===== config.mk =====
export PLATFORM = sky130hd
export DESIGN_NAME = nfc_tx_bit_serializer
export DESIGN_NICKNAME = d
export VERILOG_FILES = /design/src/rtl/nfc_tx_bit_serializer.sv
export SDC_FILE = /design/constraint.sdc
export NUM_CORES = 1
export LEC_CHECK = 0
export BUFFER_PORTS_ARGS = -buffer_cell sky130_fd_sc_hd__buf_4
export CAP_MARGIN = 30
export CORE_MARGIN = 4
export CORE_UTILIZATION = 25
export DETAILED_ROUTE_END_ITERATION = 16
export PLACE_DENSITY_LB_ADDON = 0.15
export SLEW_MARGIN = 20
export SYNTH_ARGS = -nofsm -noshare
export SYNTH_HDL_FRONTEND = slang
export SYNTH_SLANG_ARGS = --single-unit

===== constraint.sdc =====
create_clock -name clk -period 4.9 [get_ports clk]
set_input_delay 0.245 -clock clk [delete_from_list [all_inputs] [get_ports clk]]
set_output_delay 0.245 -clock clk [all_outputs]
set_load 0.01 [all_outputs]

===== src/rtl/nfc_tx_bit_serializer.sv =====
// nfc_tx_bit_serializer
//
// Purpose:
//   Takes bytes from the TX-side stream FIFO and turns them into a timed bit
//   stream for the NFC modulator. Each frame is one SOF bit period, then the
//   data bytes LSB first, then one EOF bit period. Every bit is held for
//   BIT_CYCLES clocks. The frame keeps going while the FIFO has the next byte
//   ready when the last bit of the current byte ends. If no byte is ready at
//   that point, the frame closes with EOF.
//
// Optional feature:
//   NFC_TX_PARITY_EN - when defined, each byte is followed by an odd-parity
//   bit period (PAR state). When undefined, bytes are 8 bit periods long.
//
// Parameters:
//   BIT_CYCLES - clock cycles per bit period (2..65535)
//   CW         - bit-period counter width, 2^CW >= BIT_CYCLES
//
// Ports:
//   clk          - single clock
//   rstn         - asynchronous active-low reset
//   itvalid      - byte available from upstream FIFO
//   itready      - byte accepted this cycle (combinational)
//   itdata       - byte from FIFO, sampled only on handshake
//   tx_en        - high for the whole frame, SOF through EOF
//   tx_bit       - current bit value, stable for the bit period
//   tx_bit_start - one-cycle pulse on the first cycle of every bit period
//   tx_sof       - high during the SOF bit period
//   tx_eof       - high during the EOF bit period
//   byte_cnt     - bytes sent in the current frame, saturates at 255

module nfc_tx_bit_serializer #(
  parameter int BIT_CYCLES = 128,
  parameter int CW         = 16
) (
  input  logic       clk,
  input  logic       rstn,
  input  logic       itvalid,
  output logic       itready,
  input  logic [7:0] itdata,
  output logic       tx_en,
  output logic       tx_bit,
  output logic       tx_bit_start,
  output logic       tx_sof,
  output logic       tx_eof,
  output logic [7:0] byte_cnt
);

  localparam logic [CW-1:0] LastCnt = CW'(BIT_CYCLES - 1);

  typedef enum logic [2:0] {
    IDLE = 3'd0,
    SOF  = 3'd1,
    DATA = 3'd2,
`ifdef NFC_TX_PARITY_EN
    PAR  = 3'd3,
`endif
    EOF  = 3'd4
  } state_e;

  state_e        state_q, state_d;
  logic [CW-1:0] cnt_q, cnt_d;
  logic [2:0]    bitIdx_q, bitIdx_d;
  logic [7:0]    shift_q, shift_d;
  logic [7:0]    byteCnt_q, byteCnt_d;

  logic txEn_q, txEn_d;
  logic txBit_q, txBit_d;
  logic txBitStart_q, txBitStart_d;
  logic txSof_q, txSof_d;
  logic txEof_q, txEof_d;

  logic boundary;
  logic lastBit;

  assign boundary = (state_q != IDLE) && (cnt_q == LastCnt);

  // The last bit of a byte is where the next byte may be pulled in
  // without a gap.
`ifdef NFC_TX_PARITY_EN
  assign lastBit = (state_q == PAR);
`else
  assign lastBit = (state_q == DATA) && (bitIdx_q == 3'd7);
`endif

  assign itready = (state_q == IDLE) || (boundary && lastBit);

  // Next-state logic for the frame FSM, the bit-period counter, the byte
  // being shifted out and the frame byte count.
  always_comb begin
    state_d   = state_q;
    cnt_d     = '0;
    bitIdx_d  = bitIdx_q;
    shift_d   = shift_q;
    byteCnt_d = byteCnt_q;

    if (state_q != IDLE) begin
      cnt_d = boundary ? '0 : cnt_q + CW'(1);
    end

    case (state_q)
      IDLE: begin
        if (itvalid) begin
          shift_d   = itdata;
          byteCnt_d = '0;
          state_d   = SOF;
        end
      end
      SOF: begin
        if (boundary) begin
          state_d  = DATA;
          bitIdx_d = '0;
        end
      end
      DATA: begin
        if (boundary) begin
          if (bitIdx_q != 3'd7) begin
            bitIdx_d = bitIdx_q + 3'd1;
          end else begin
            if (byteCnt_q != 8'hFF) begin
              byteCnt_d = byteCnt_q + 8'd1;
            end
`ifdef NFC_TX_PARITY_EN
            state_d = PAR;
`else
            // Back-to-back byte goes straight to bit 0; otherwise close the frame.
            if (itvalid) begin
              shift_d  = itdata;
              bitIdx_d = '0;
              state_d  = DATA;
            end else begin
              state_d = EOF;
            end
`endif
          end
        end
      end
`ifdef NFC_TX_PARITY_EN
      PAR: begin
        // Back-to-back byte goes straight to bit 0; otherwise close the frame.
        if (boundary) begin
          if (itvalid) begin
            shift_d  = itdata;
            bitIdx_d = '0;
            state_d  = DATA;
          end else begin
            state_d = EOF;
          end
        end
      end
`endif
      EOF: begin
        if (boundary) begin
          state_d = IDLE;
        end
      end
      default: begin
        state_d = IDLE;
      end
    endcase
  end

  // Outputs are decoded from the next state so that they come out of
  // flops and line up with the state they describe.
  always_comb begin
    txEn_d       = (state_d != IDLE);
    txSof_d      = (state_d == SOF);
    txEof_d      = (state_d == EOF);
    txBitStart_d = (state_d != IDLE) && (cnt_d == '0);
    txBit_d      = 1'b0;
    case (state_d)
      DATA:    txBit_d = shift_d[bitIdx_d];
`ifdef NFC_TX_PARITY_EN
      PAR:     txBit_d = ~^shift_d;
`endif
      default: txBit_d = 1'b0;
    endcase
  end

  // State and output registers. Reset drops any frame in progress
  // without emitting EOF.
  always_ff @(posedge clk or negedge rstn) begin
    if (!rstn) begin
      state_q      <= IDLE;
      cnt_q        <= '0;
      bitIdx_q     <= '0;
      shift_q      <= '0;
      byteCnt_q    <= '0;
      txEn_q       <= 1'b0;
      txBit_q      <= 1'b0;
      txBitStart_q <= 1'b0;
      txSof_q      <= 1'b0;
      txEof_q      <= 1'b0;
    end else begin
      state_q      <= state_d;
      cnt_q        <= cnt_d;
      bitIdx_q     <= bitIdx_d;
      shift_q      <= shift_d;
      byteCnt_q    <= byteCnt_d;
      txEn_q       <= txEn_d;
      txBit_q      <= txBit_d;
      txBitStart_q <= txBitStart_d;
      txSof_q      <= txSof_d;
      txEof_q      <= txEof_d;
    end
  end

  assign tx_en        = txEn_q;
  assign tx_bit       = txBit_q;
  assign tx_bit_start = txBitStart_q;
  assign tx_sof       = txSof_q;
  assign tx_eof       = txEof_q;
  assign byte_cnt     = byteCnt_q;

endmodule


Yosys cells after proc, flatten, opt, wreduce, memory -nomap -nowiden
Index checks and enable logic that the tools add are counted.
{"block": "totals", "regBits": 43, "in_bits": 11, "output_inout_bits": 14, "wordCells": 65}
{"block": "classes", "eq_ne": 14, "muxes": 26, "order_cmp": 1, "reduce_logical": 11, "addsub": 3}
{"operator": "$mux W8", "count": 7}
{"operator": "$mux W16", "count": 2}
{"operator": "$pmux W8 S2", "count": 2}
{"operator": "$mux W3", "count": 10}
{"operator": "$add A16 B1 Y16 const B", "count": 1}
{"operator": "$eq A16 B7 Y1 const B", "count": 1}
{"operator": "$logic_not A16 Y1", "count": 1}
{"operator": "$pmux W3 S4", "count": 1}
{"operator": "$eq A3 B3 Y1 const B", "count": 3}
{"operator": "$add A8 B1 Y8 const B", "count": 1}
{"operator": "$ne A8 B8 Y1 const B", "count": 1}
{"operator": "$eq A3 B1 Y1 const B", "count": 2}
{"operator": "$eq A3 B2 Y1 const B", "count": 2}
{"operator": "$ne A2 B2 Y1 const B", "count": 3}
{"operator": "$pmux W3 S2", "count": 1}
{"operator": "$reduce_bool A3 Y1", "count": 2}
{"operator": "$reduce_and A5 Y1", "count": 1}
{"operator": "$logic_and A1 B1 Y1", "count": 4}
{"operator": "$lt A3 B4 Y1 const B", "count": 1}
{"operator": "$add A3 B1 Y3 const B", "count": 1}
{"operator": "$bmux W1 S3", "count": 1}
{"operator": "$logic_not A3 Y1", "count": 1}
{"operator": "$ne A3 B3 Y1 const B", "count": 1}
{"operator": "$mux W1", "count": 2}
{"operator": "other kinds (3)", "count": 3}

Longest topological paths before layout
{"block": "depth", "ltp_word": 7, "mapped_depth": 11, "ltp_nobuf": 10}

Worst setup path before layout
No wires, ideal clock.
{"block": "synth_path", "kind": "register to register", "start": "register cnt_q[0]", "end": "register txBit_q, in the netlist tx_bit", "t_required_ps": 4818, "t_arrival_ps": 2490, "setup_ps": 82, "n_path_buf": 2, "stages_incl_launch_ff": 11, "setup_slack_ps": 2328, "period_less_slack_ps": 2572, "cell_sequence": "dfrtp_1 -> ha_1 -> buf_2 -> and4bb_1 -> and4_1 -> buf_4 -> a21boi_1 -> o21ai_0 -> and4_1 -> or4_1 -> o22ai_1"}
{"block": "synth_between", "elab_chain_cells": 7, "elab_cells_between_ends": 15, "classes_between": "eq/ne: 2; mux: 12; reduce/logical: 1"}
{"element": "from (decl)", "line": "62", "source": "logic [CW-1:0] cnt_q, cnt_d;"}
{"element": "from (signal assigned)", "line": "196", "source": "cnt_q <= cnt_d;"}
{"element": "$eq A16 B7 Y1 *", "line": "76", "source": "assign boundary = (state_q != IDLE) && (cnt_q == LastCnt);"}
{"element": "$logic_and A1 B1 Y1 *", "line": "76"}
{"element": "$mux W8 (tied with other cells)", "line": "116", "source": "if (boundary) begin"}
{"element": "$pmux W8 S2 or $pmux W3 S2 (tied branches)", "line": "101", "source": "case (state_q)"}
{"element": "$bmux W1 S3", "line": "172", "source": "DATA: txBit_d = shift_d[bitIdx_d];"}
{"element": "$mux W1 (implied by the code)", "line": "172"}
{"element": "$mux W1 *", "line": "171", "source": "case (state_d)"}
{"element": "via txBit_d", "line": "68", "source": "logic txBit_q, txBit_d;"}
{"element": "to (signal assigned)", "line": "201", "source": "txBit_q <= txBit_d;"}
{"element": "to (decl)", "line": "68"}
Mark *: on every way through the listed nets, which the timed path passes. The rest lies on a longest branch. The select of a mux whose other input is x is not followed.
A chain may end at the register's enable or synchronous reset.

Worst setup path after layout
Ends and elaborated chain as after synthesis.

==> results.txt <==
status - completed
cell area after layout - 2771 µm²
WL per Instance - 13.27 µm
vias in the first global route - 1,783
Gate power share - 4.1%
TritonCTS clock tree - built
Sum Neg Setup Slack - 0 ns
# fillers - 975
Worst Path Required - 5.11 ns
Routed Antenna Nets - 0
hold path startpoint - itdata[7]
Setup crit start kind - flip-flop
Min-Delay Endpoint - shift_q[7]
Metal-1 WL - 2628 µm
Reg2Reg Setup Slack - 1.74 ns
I/O Buffers - 24
WL met3 - 213 µm
# setup viols final - 0
Core Region - 9240 µm²
Bufs on Longest Clock Path - 2
antenna violations before repair - 0
RR Endpoint - tx_bit
Vias/cell - 4.598
Worst path max stage delay - 0.52 ns
# diodes - 0
Sequential Power Share - 60.8%
Initial Util - 25.70%
total congestion overflow - 0
ys async rst share - 100.0%
root buffer cell - clkbuf_8
FMAX - 316.6 MHz
1st-iter DRT viols - 122
Net Count, Synth - 255
Num CTS Buffers - 5
Die Y - 105.5 µm
Hold Path Stages - 2
Worst Reg-to-Reg Cells - 8
top_reg_cell synth - dfrtp_1
EDFF count, synth - 0
sw frac - 21.80%
Tot GR Track Use - 9.902%
LEAKAGE - 1.154 nW
clock share of power - 35.1%
Setup CP Type - reg2reg
CTS H-tree depth - 2
chip width - 105.5 µm
Worst Path Arrival - 3.37 ns
layout cells sized above 1 - 17.05%
DR pass1 iterations - 4
Synth warnings - 0
Area after DPL - 2689 µm²
Netlist Area Pre-Place - 2375 µm²
Yosys reg bits - 43
Syn Inst Count - 240
Area Overhead vs Synth - 16.70%
met2 wire length - 2297 µm
P_int - 0.4625 mW
# Post-CTS Setup Buffers - 0
top layer in use - met4
I/O pin count - 25
Critical Path Sink Type - flip-flop
Cell Chain, Critical Path - ha_1 -> and4bb_1 -> nand4_4 -> o21ai_0 -> nand3_1 -> and4_1 -> or4_1 -> o22ai_1
DR vias - 1,807
largest net degree at the start of global routing - 44
crit-path max FO - 16
pwr dens - 213.4 nW/µm²
minimum clock period - 3.159 ns
Least-Margin Pin Slew - 0.6538 ns
FF-to-FF Start - cnt_q[0]
total power - 0.5914 mW
maxcap violations - 0
CP max stage cell - or4_1
Peak supply drop - 0.08613 mV
nets - 280
HPWL after DPL - 3721 µm
final worst path period share - 64.46%
fin. max-slew vios - 0
syn avg cell area - 9.895 µm²
clk_skew - 0.005931 ns
clock-pin slew on the worst setup and hold paths - 0.08 ns
Slew headroom - 56.29%
Fin. Hold Viols - 0
number of core rows - 35
Final Wtd Congestion - 0.7637
Skew-Pair Late Insertion Delay - 0.29 ns
RSZ-0062 raised after global routing - no
register area share after synthesis - 45.31%
# DRC - 0
net switching power - 0.1290 mW
detailed-route wire length - 5214 µm
post-synth cell types - 55
Hold Crit Class - in2reg
first-pass GRT wire length - 8942 µm
die area - 11,120 µm²
CTS sink cnt - 43
## Yosys cell counts, types with 2 or more instances
cell | instances | share of area [%]
ha_1 | 4 | 2.1
or3_1 | 5 | 1.3
a31oi_1 | 4 | 1.1
nand3_1 | 13 | 2.7
or2_2 | 2 | 0.53
nand2_1 | 15 | 2.4
mux2_1 | 5 | 2.4
dfrtp_1 | 43 | 45
inv_1 | 9 | 1.4
nand4_1 | 9 | 2.4
a21oi_1 | 8 | 1.7
mux2_2 | 3 | 1.4
a21boi_0 | 2 | 0.63
a2111oi_0 | 2 | 0.74
a21boi_1 | 2 | 0.63
nor4_1 | 3 | 0.79
and4_1 | 3 | 1.1
xor2_1 | 11 | 4.1
o21ai_0 | 10 | 2.1
nor3_1 | 5 | 1.1
xnor2_1 | 10 | 3.7
nor4b_1 | 2 | 0.74
nand4b_1 | 2 | 0.74
nor2_1 | 29 | 4.6
and3_1 | 5 | 1.3
clkbuf_1 | 5 | 0.79
## cells by family after synthesis
logic type	after synthesis	share of synthesized area, %
muxes	9	4.215
DFF	43	45.31
adders and majority gates	4	2.108
buffers and inverters	18	3.424
xor gates and xnor gates	21	7.745
AOI/OAI and AO/OA	39	11.17
and+or+nand+nor	106	26.03
## per-stage QoR
stage | worst slack (ns) | instances | util (%) | hold slack [ns]
final | 1.741 | 393 | 29.99 | 0.1726
after global routing | 1.458 | 393 | 29.99 | 0.1685
after CTS | 1.729 | 393 | 29.99 | 0.1609
after detailed placement | 1.767 | 386 | 29.10 | 0.2947
after global placement | 1.859 | 386 | 29.10 | 0.2983
after floorplan | 2.328 | 240 | - | -0.05059
## critical path, delay by kind of cell (launching register included)
| family | cells | cell delay, ns |
|---|---|---|
| AOI/OAI and AO/OA | 2 | 0.43 |
| adders and majority gates | 1 | 0.33 |
| and+or+nand+nor | 5 | 1.90 |
| DFF | 1 | 0.42 |
## worst max-delay path by stage
stage / start / slack [ns] / to / depth (start not counted)
finish: cnt_q[0] / 1.74 / tx_bit / 8
global route: cnt_q[0] / 1.46 / tx_bit / 8
CTS: cnt_q[0] / 1.73 / tx_bit / 8
detailed placement: cnt_q[0] / 1.77 / tx_bit / 8
global placement: cnt_q[0] / 1.86 / tx_bit / 8
floorplan: cnt_q[0] / 2.33 / tx_bit / 10
## cell usage in the layout, fill, tap and decap left out, drive strengths merged, types with 5 or more instances in the layout
| cell | netlist | layout |
|---|---|---|
| nor3 | 6 | 6 |
| or3 | 5 | 5 |
| nand4 | 10 | 10 |
| a21oi | 9 | 9 |
| xnor2 | 10 | 10 |
| o21ai | 12 | 12 |
| buf | 3 | 26 |
| nand3 | 13 | 13 |
| clkbuf | 6 | 6 |
| xor2 | 11 | 11 |
| and3 | 5 | 5 |
| inv | 9 | 9 |
| mux2 | 8 | 8 |
| nor4 | 5 | 5 |
| nand2 | 15 | 15 |
| nor2 | 29 | 29 |
| dfrtp | 43 | 43 |
## area by class of cell
type | instances | area, µm² | share of cell area, %
clock buffers | 6 | 72.57 | 2.619
well taps | 129 | 161.4 | 5.824
repair buffers | 27 | 205.2 | 7.404
multi-input cells | 179 | 1222 | 44.11
flip-flops and latches | 43 | 1076 | 38.83
inverters | 9 | 33.78 | 1.219
## metal layers
layer	vias to the layer above	global-route usage, %
li1	915	-
met1	849	14.01
met2	38	14.48
met3	5	2.511
met4	0	3.655
met5	-	0
## repair_timing
item | 4_1_cts | 5_1_grt
gates resized for setup | 0 | 0
hold buffers | 1 | 0
hold endpoints to repair | 43 | 0
## sequential cells by signal, summed over array words and instances, names as in the netlist
| signal | flops |
|---|---|
| tx_bit | 1 |
| bitIdx_q | 3 |
| tx_en | 1 |
| shift_q | 8 |
| byte_cnt | 8 |
| tx_sof | 1 |
| tx_eof | 1 |
| cnt_q | 16 |
| tx_bit_start | 1 |
| state_q | 3 |
## power groups by stage
| stage | Sequential (mW) | Clock (mW) | Combinational (mW) |
|---|---|---|---|
| CTS | 0.359 | 0.224 | 0.0254 |
| detailed placement | 0.367 | 0 | 0.0248 |
| floorplan | 0.367 | 0 | 0.00453 |
| finish | 0.359 | 0.208 | 0.0242 |
| global route | 0.360 | 0.238 | 0.0281 |
| global placement | 0.366 | 0 | 0.0251 |
Note: power is estimated with default switching activity, not from simulation.
